`src/rtl/adder_pipe.sv`:
```
// adder_pipe: pipelined add/subtract, one CHUNK-bit carry segment resolved per register stage
module adder_pipe #(
   parameter int WIDTH = 16,
   parameter int CHUNK = 4
) (
   input  logic             clk,
   input  logic             rst,
   input  logic             in_valid,
   output logic             in_ready,
   input  logic [WIDTH-1:0] a,
   input  logic [WIDTH-1:0] b,
   input  logic             cin,
   input  logic             sub,
   output logic             out_valid,
   input  logic             out_ready,
   output logic [WIDTH-1:0] sum,
   output logic             cout,
   output logic             ovf
);
   localparam int STAGES = WIDTH / CHUNK;
   localparam int L = STAGES - 1;
   logic adv;
   assign adv = !out_valid || out_ready;
   assign in_ready = adv;
   for (genvar k = 0; k < STAGES; k++) begin : g
      localparam int REM = WIDTH - k * CHUNK;
      logic [REM-1:0] ax, bx;
      logic [(k+1)*CHUNK-1:0] sn, sr;
      logic cx, vx, cr, vr;
      logic [CHUNK:0] p;
      // Subtraction is folded in at entry: B and carry-in are inverted once, then skewed as-is
      if (k == 0) begin : src
         assign ax = a;
         assign bx = sub ? ~b : b;
         assign cx = sub ? ~cin : cin;
         assign vx = in_valid;
         assign sn = p[CHUNK-1:0];
      end else begin : src
         assign ax = g[k-1].sk.ar;
         assign bx = g[k-1].sk.br;
         assign cx = g[k-1].cr;
         assign vx = g[k-1].vr;
         assign sn = {p[CHUNK-1:0], g[k-1].sr};
      end
      assign p = {1'b0, ax[CHUNK-1:0]} + {1'b0, bx[CHUNK-1:0]} + {{CHUNK{1'b0}}, cx};
      always_ff @(posedge clk)
         if (rst) begin
            sr <= '0;
            cr <= 1'b0;
            vr <= 1'b0;
         end else if (adv) begin
            sr <= sn;
            cr <= p[CHUNK];
            vr <= vx;
         end
      if (k < L) begin : sk
         logic [REM-CHUNK-1:0] ar, br;
         always_ff @(posedge clk)
            if (rst) begin
               ar <= '0;
               br <= '0;
            end else if (adv) begin
               ar <= ax[REM-1:CHUNK];
               br <= bx[REM-1:CHUNK];
            end
      end
   end
   assign out_valid = g[L].vr;
   assign sum = g[L].sr;
   assign cout = g[L].cr;
   always_ff @(posedge clk)
      if (rst) ovf <= 1'b0;
      else if (adv) ovf <= (g[L].ax[CHUNK-1] == g[L].bx[CHUNK-1]) && (g[L].p[CHUNK-1] != g[L].ax[CHUNK-1]);
endmodule

```
`config.mk`:
```
export PLATFORM = sky130hd
export DESIGN_NAME = adder_pipe
export DESIGN_NICKNAME = d
export VERILOG_FILES = /design/src/rtl/adder_pipe.sv
export SDC_FILE = /design/constraint.sdc
export NUM_CORES = 1
export LEC_CHECK = 0
export ABC_AREA = 1
export CORE_MARGIN = 2
export CORE_UTILIZATION = 45
export DETAILED_ROUTE_END_ITERATION = 12
export GPL_TIMING_DRIVEN = 0
export MAX_ROUTING_LAYER = met4
export PLACE_DENSITY = 0.67
export SKIP_LAST_GASP = 1
export SLEW_MARGIN = 20
export SYNTH_ARGS = -nofsm -noshare
export SYNTH_HDL_FRONTEND = slang
export SYNTH_SLANG_ARGS = --single-unit
```
`constraint.sdc`:
```
create_clock -name clk -period 2.2 [get_ports clk]
set_clock_uncertainty 0.15 [all_clocks]
set_input_delay 0.22 -clock clk [delete_from_list [all_inputs] [get_ports clk]]
set_output_delay 0.22 -clock clk [all_outputs]
set_load 0.1 [all_outputs]
```
==> results of run 1 <==
[routing by layer]
metal	routed length [microns]	GRT usage [%]	vias to the layer above
met3	327	3.51	17
met1	4220	24.2	1483
met4	210	7.80	0
met2	4110	33.4	72
li1	-	-	1724
met5	0	-	-
[flip-flops by register name, summed over array words and instances (netlist names)]
register,count
g.sk.ar,24
g.sk.br,24
g.sr,24
sum,16
g.cr,3
g.vr,3
cout,1
out_valid,1
ovf,1
[cell type report]
class / instances / area (sq um)
inverter: 19 / 71.3
fill: 843 / 3750
sequential: 97 / 1940
clock inverter: 6 / 92.6
timing repair buffer: 56 / 546
tap: 108 / 135
buffer: 32 / 164
clock buffer: 10 / 128
multi-input combinational: 339 / 1810
[power by group]
part           switching [W]  internal, W
Combinational       0.000373     0.000219
Sequential         0.0000784      0.00190
Clock               0.000635     0.000644
[worst paths after layout]
check                              from                         end  slack [ps]  cells past startpoint
max reg2reg        g[2].cr$_SDFFE_PP0P_           cout$_SDFFE_PP0P_         300                      6
min reg2reg  g[0].sk.br[6]$_SDFFE_PP0P_  g[1].sk.br[2]$_SDFFE_PP0P_         300                      2
max              out_valid$_SDFFE_PP0P_                    in_ready         160                      6
min                                 sub  g[0].sk.br[1]$_SDFFE_PP0P_          80                      3
[cell usage after synthesis, drive strengths merged]
library cell  instances  area, sq um
buf                  12         88.8
xnor2                15          131
nor3                  3         15.0
nor2                140          533
inv                  19         71.3
fa                    8          160
xor2                  6         52.6
dfxtp                97         1940
ha                   12          150
a31oi                 1         6.26
nand3                 8         40.0
a21oi                33          165
o21bai                3         22.5
o21ai                96          480
nand2                14         52.6
clkbuf               20         75.1
[cells by family after synthesis]
group	synth area share [%]
simple gates	16.1
compound gates	16.9
flops	48.7
buf+inv	5.90
xor+xnor	4.61
fa+ha+maj	7.78
[critical path, cell delays in order, from the launching register on]
cell and delay, ps:
dfxtp_2 330, inv_1 80, nor2_4 70, inv_2 120, buf_6 180, buf_2 250, buf_6 260
[repair_timing]
item                                   CTS  global route
hold buffers                             0             0
gates resized for setup                 23             3
endpoints found under the hold margin    0             0
setup endpoints to repair               18             3
[through the flow]
step / hold WS, ps / setup TNS [ps] / cell area [sq um]
2_1_floorplan: 132 / 0 / 3990
4_1_cts: 82.9 / 0 / 4880
6_report: 76.8 / 0 / 4890
5_1_grt: 84.0 / 0 / 4890
3_5_place_dp: 286 / -920 / 4680
3_3_place_gp: 277 / -871 / 4680
==> metrics.cfg, run 1 <==
[floorplanning]
std_cell_rows = 34
core_sq_um = 8640
io-pin-count = 58
die_area_sq_um = 9630
start_util_pct = 46.2
die_width_microns = 98.1
die_h_microns = 98.1

[grt]
grt_max_degree = 17
grt_pass1_wl_microns = 14800
grt_pass1_vias = 3135
grt_usage_pct = 20.0
antenna_found_initial = 0
grt-ovfl-total = 0

[hold_path]
hold_path_class = in -> reg

[sta]
period_share_pct = 92.5
rsz0062_at_grt = no
fin_crit_ps = 2040
fin_ws_ps = 165
tightestPinTransition_ps = 963
fmax_mhz = 491
maxSlewViolCount = 0
maxSlewHeadroom_pct = 35.7
setup_viol = 0
final_hold_viol_count = 0

[clock_tree]
htreeDepth = 3
path_clk_slew_ps = 90
postCtsSetupRepairBufs = 0
cts_tree = built
cts_buffers = 9
cts_sinks = 97
clockBufferDepth = 2
clk_root_buffer_cell = clkbuf_8
clk_latency_ps = 370

[routing]
drt-vias-per-instance = 4.94
initialDrtViolationCount = 121
drt_wl_total_microns = 8860
vias = 3296
route.detailed.drc = 0
dr.pass1.iters = 4
ant_nets = 0
wl_per_cell_microns = 13.3

[run]
max-cap-violations = 0

[worst_setup_path]
critPathRequiredTime_ps = 1830
crit_fanout = 10
critPathLaunchType = flip-flop
cp.arrival_ps = 1670
critPathKind = reg -> out
crit_path_end_kind = output pin

[power]
p_per_area_nw_per_um2 = 787
power_w = 0.00385
power.leakage_nw = 2.30
ir_drop_v = 0.000293

[final_layout]
post-route-util_pct = 56.6
syn_to_final_growth_pct = 22.6
layout_common_cells = nor2_1 (139), dfxtp_1 (96), o21ai_0 (87)
layout.cells.non_filler = 667
layout_commonest_cell = nor2_1
antennaDiodeCount = 0
final_layout_size_suffix_gt1_share_pct = 5.55
final_nets = 612

[synthesis]
synth-seq-area-share_pct = 48.7
ys_warn_count = 0
ys_types = 21
synth_area_per_cell_sq_um = 8.19
synthesis.nets = 545
syn-cell-area_sq_um = 3990
syn_inst = 487
yosys_register_bits = 97

[placement]
dp_hpwl_microns = 6480
placed_cells = 651
pre_cts_slack_ps = -706
io_buffers = 56
routabilityCongestion = 0.877

[status]
status = complete, no violations

(Power assumes the default switching activity.)
==> run 2: changes to the inputs <==
--- a/config.mk
+++ b/config.mk
@@ -6,12 +6,14 @@
 export NUM_CORES = 1
 export LEC_CHECK = 0
 export ABC_AREA = 1
+export CELL_PAD_IN_SITES_DETAIL_PLACEMENT = 1
+export CELL_PAD_IN_SITES_GLOBAL_PLACEMENT = 2
 export CORE_MARGIN = 2
-export CORE_UTILIZATION = 45
+export CORE_UTILIZATION = 29
 export DETAILED_ROUTE_END_ITERATION = 12
 export GPL_TIMING_DRIVEN = 0
 export MAX_ROUTING_LAYER = met4
-export PLACE_DENSITY = 0.67
+export PLACE_DENSITY = 0.72
 export SKIP_LAST_GASP = 1
 export SLEW_MARGIN = 20
 export SYNTH_ARGS = -nofsm -noshare
==> constraint.sdc (replaced) <==
create_clock -name clk -period 2.2 [get_ports clk]
set_clock_uncertainty 0.15 [all_clocks]
set_input_delay 0.22 -clock clk [delete_from_list [all_inputs] [get_ports clk]]
set_output_delay 0.22 -clock clk [all_outputs]
set_load 0.02 [all_outputs]
==> metrics.cfg, run 2 (same netlist as run 1, synthesis figures left out) <==
[power]
pwr-share-seq_pct = 47.6  ; -3.7 points
p_per_area_nw_per_um2 = 817  ; +3.8%
intPower_w = 0.00314  ; +14%
ir_drop_v = 0.000373  ; +27%
power.leakage_nw = 2.24  ; -2.5%
p_switching_w = 0.00102  ; -6.0%
switching_share_pct = 24.5  ; -3.7 points
p_comb_share_pct = 11.9  ; -3.5 points
clock_power_share_pct = 40.5  ; +7.2 points
power_w = 0.00416  ; +8.2%

[clock_tree]
clockBufferDepth = 2  ; unchanged
cts_tree = built
path_clk_slew_ps = 70  ; -20 ps
clk_latency_ps = 350  ; -20 ps
cts_sinks = 97  ; unchanged
htreeDepth = 3  ; unchanged
cts_buffers = 9  ; unchanged
clk_root_buffer_cell = clkbuf_16
ctsHoldBuffers = 0  ; unchanged

[placement]
pre_cts_slack_ps = -231  ; +475 ps
io_buffers = 56  ; unchanged
dp_hpwl_microns = 7990  ; +23%
routabilityCongestion = 0.755  ; -14%
placed_cells = 719  ; +10%

[worst_setup_path]
cp.arrival_ps = 2050  ; +380 ps
crit_path_end_kind = flip-flop
crit_fanout = 2  ; -8
critPathKind = in -> reg
critPathLaunchType = primary input
critPathRequiredTime_ps = 2290  ; +460 ps

[final_layout]
final_nets = 612  ; unchanged
nFillCells = 1661  ; +97%
layout_commonest_cell = nor2_1
syn_to_final_growth_pct = 27.8
layout_common_cells = nor2_1 (139), dfxtp_1 (97), o21ai_0 (87)
largestRegisters = g.sk.ar: 24 flops, g.sk.br: 24 flops, g.sr: 24 flops
regArea_sq_um = 1940  ; about the same
multi_input_area_sq_um = 1810  ; unchanged
layout.cells.non_filler = 735  ; +10%
antennaDiodeCount = 0  ; unchanged
final_layout_size_suffix_gt1_share_pct = 5.37  ; -0.18 points

[sta]
fin_crit_ps = 1960  ; -78.7 ps
period_share_pct = 88.9  ; -3.6 points
tightestPinTransition_ps = 521  ; -442 ps
setup_viol = 0  ; unchanged
fmax_mhz = 511  ; +4.0%
setup_tns_ps = 0  ; unchanged
maxSlewHeadroom_pct = 65.2  ; +30 points
fin_ws_ps = 244  ; +78.7 ps
maxSlewViolCount = 0  ; unchanged
rsz0062_at_grt = no
final_hold_viol_count = 0  ; unchanged

[floorplanning]
die_area_sq_um = 14700  ; +53%
core_sq_um = 13300  ; +55%
io-pin-count = 58  ; unchanged
std_cell_rows = 42  ; +24%
die_width_microns = 121  ; +24%
die_h_microns = 121  ; +24%
start_util_pct = 29.9  ; -16 points

[routing]
vias = 3325  ; +0.88%
ant_nets = 0  ; unchanged
initialDrtViolationCount = 133  ; +9.9%
route.detailed.drc = 0  ; unchanged
wl_per_cell_microns = 14.6  ; +10%
drt-vias-per-instance = 4.52  ; -8.5%
drt_wl_total_microns = 10800  ; +21%
dr.pass1.iters = 4  ; unchanged

[grt]
grt-ovfl-total = 0  ; unchanged
grt_max_degree = 16  ; -1
grt_pass1_vias = 3501  ; +12%
grt_usage_pct = 16.7  ; -3.4 points
grt_pass1_wl_microns = 18000  ; +21%
antenna_found_initial = 0  ; unchanged

[hold_path]
hold_path_class = in -> reg

[run]
max-cap-violations = 0  ; unchanged

[status]
status = complete, no violations

-- run 2: power groups by stage --
stage | Combinational, W | Clock [W] | Sequential (W)
4_1_cts | 0.000505 | 0.00173 | 0.00198
2_1_floorplan | 0.000277 | 0 | 0.00202
3_5_place_dp | 0.000500 | 0 | 0.00202
5_1_grt | 0.000567 | 0.00183 | 0.00200
6_report | 0.000494 | 0.00168 | 0.00198
3_3_place_gp | 0.000484 | 0 | 0.00202
-- run 2: through the flow --
step / hold slack [ps] / area [sq um] / util (%)
after floorplan: 139 / 3990 / -
after global placement: 277 / 4770 / 35.7
after detailed placement: 286 / 4770 / 35.7
after CTS: 91.1 / 5100 / 38.2
after global routing: 109 / 5090 / 38.2
final: 101 / 5090 / 38.2
-- run 2: final timing paths --
path | from | endpoint | slack (ps) | cells past startpoint
worst max-delay path | b[0] | g[0].cr$_SDFFE_PP0P_ | 240 | 8
worst min-delay path | sub | g[0].sk.br[11]$_SDFFE_PP0P_ | 100 | 3
worst max register to register | g[0].cr$_SDFFE_PP0P_ | g[1].cr$_SDFFE_PP0P_ | 260 | 6
worst min register to register | g[0].sk.br[9]$_SDFFE_PP0P_ | g[1].sk.br[5]$_SDFFE_PP0P_ | 290 | 2
-- run 2: repair_timing --
item | in CTS | in global routing
endpoints found under the setup margin | 1 | 1
setup buffers | 1 | 0
pin swaps | 1 | 0
resized for setup | 1 | 0
-- run 2: layout make-up --
type / instances / area share (%)
tap: 176 / 4.32
clock buffer: 13 / 5.50
clock inverter: 3 / 0.909
timing repair buffer: 57 / 11.1
multi-input combinational: 339 / 35.5
inverter: 19 / 1.40
buffer: 31 / 3.12
sequential: 97 / 38.1
-- run 2: routing by layer --
layer / track usage (%) / vias to the layer above / share of wire (%)
li1: - / 1717 / -
met1: 20.5 / 1542 / 48
met2: 27.1 / 51 / 47
met3: 3.01 / 15 / 3.5
met4: 6.75 / 0 / 1.8
met5: - / - / 0
-- run 2: critical path: stages --
cell and delay [ps]:
clkdlybuf4s50_1 410, xor2_1 160, fa_1 440, fa_1 420, a21oi_1 170, nor2_1 50, nor3_1 120, nor2_1 50
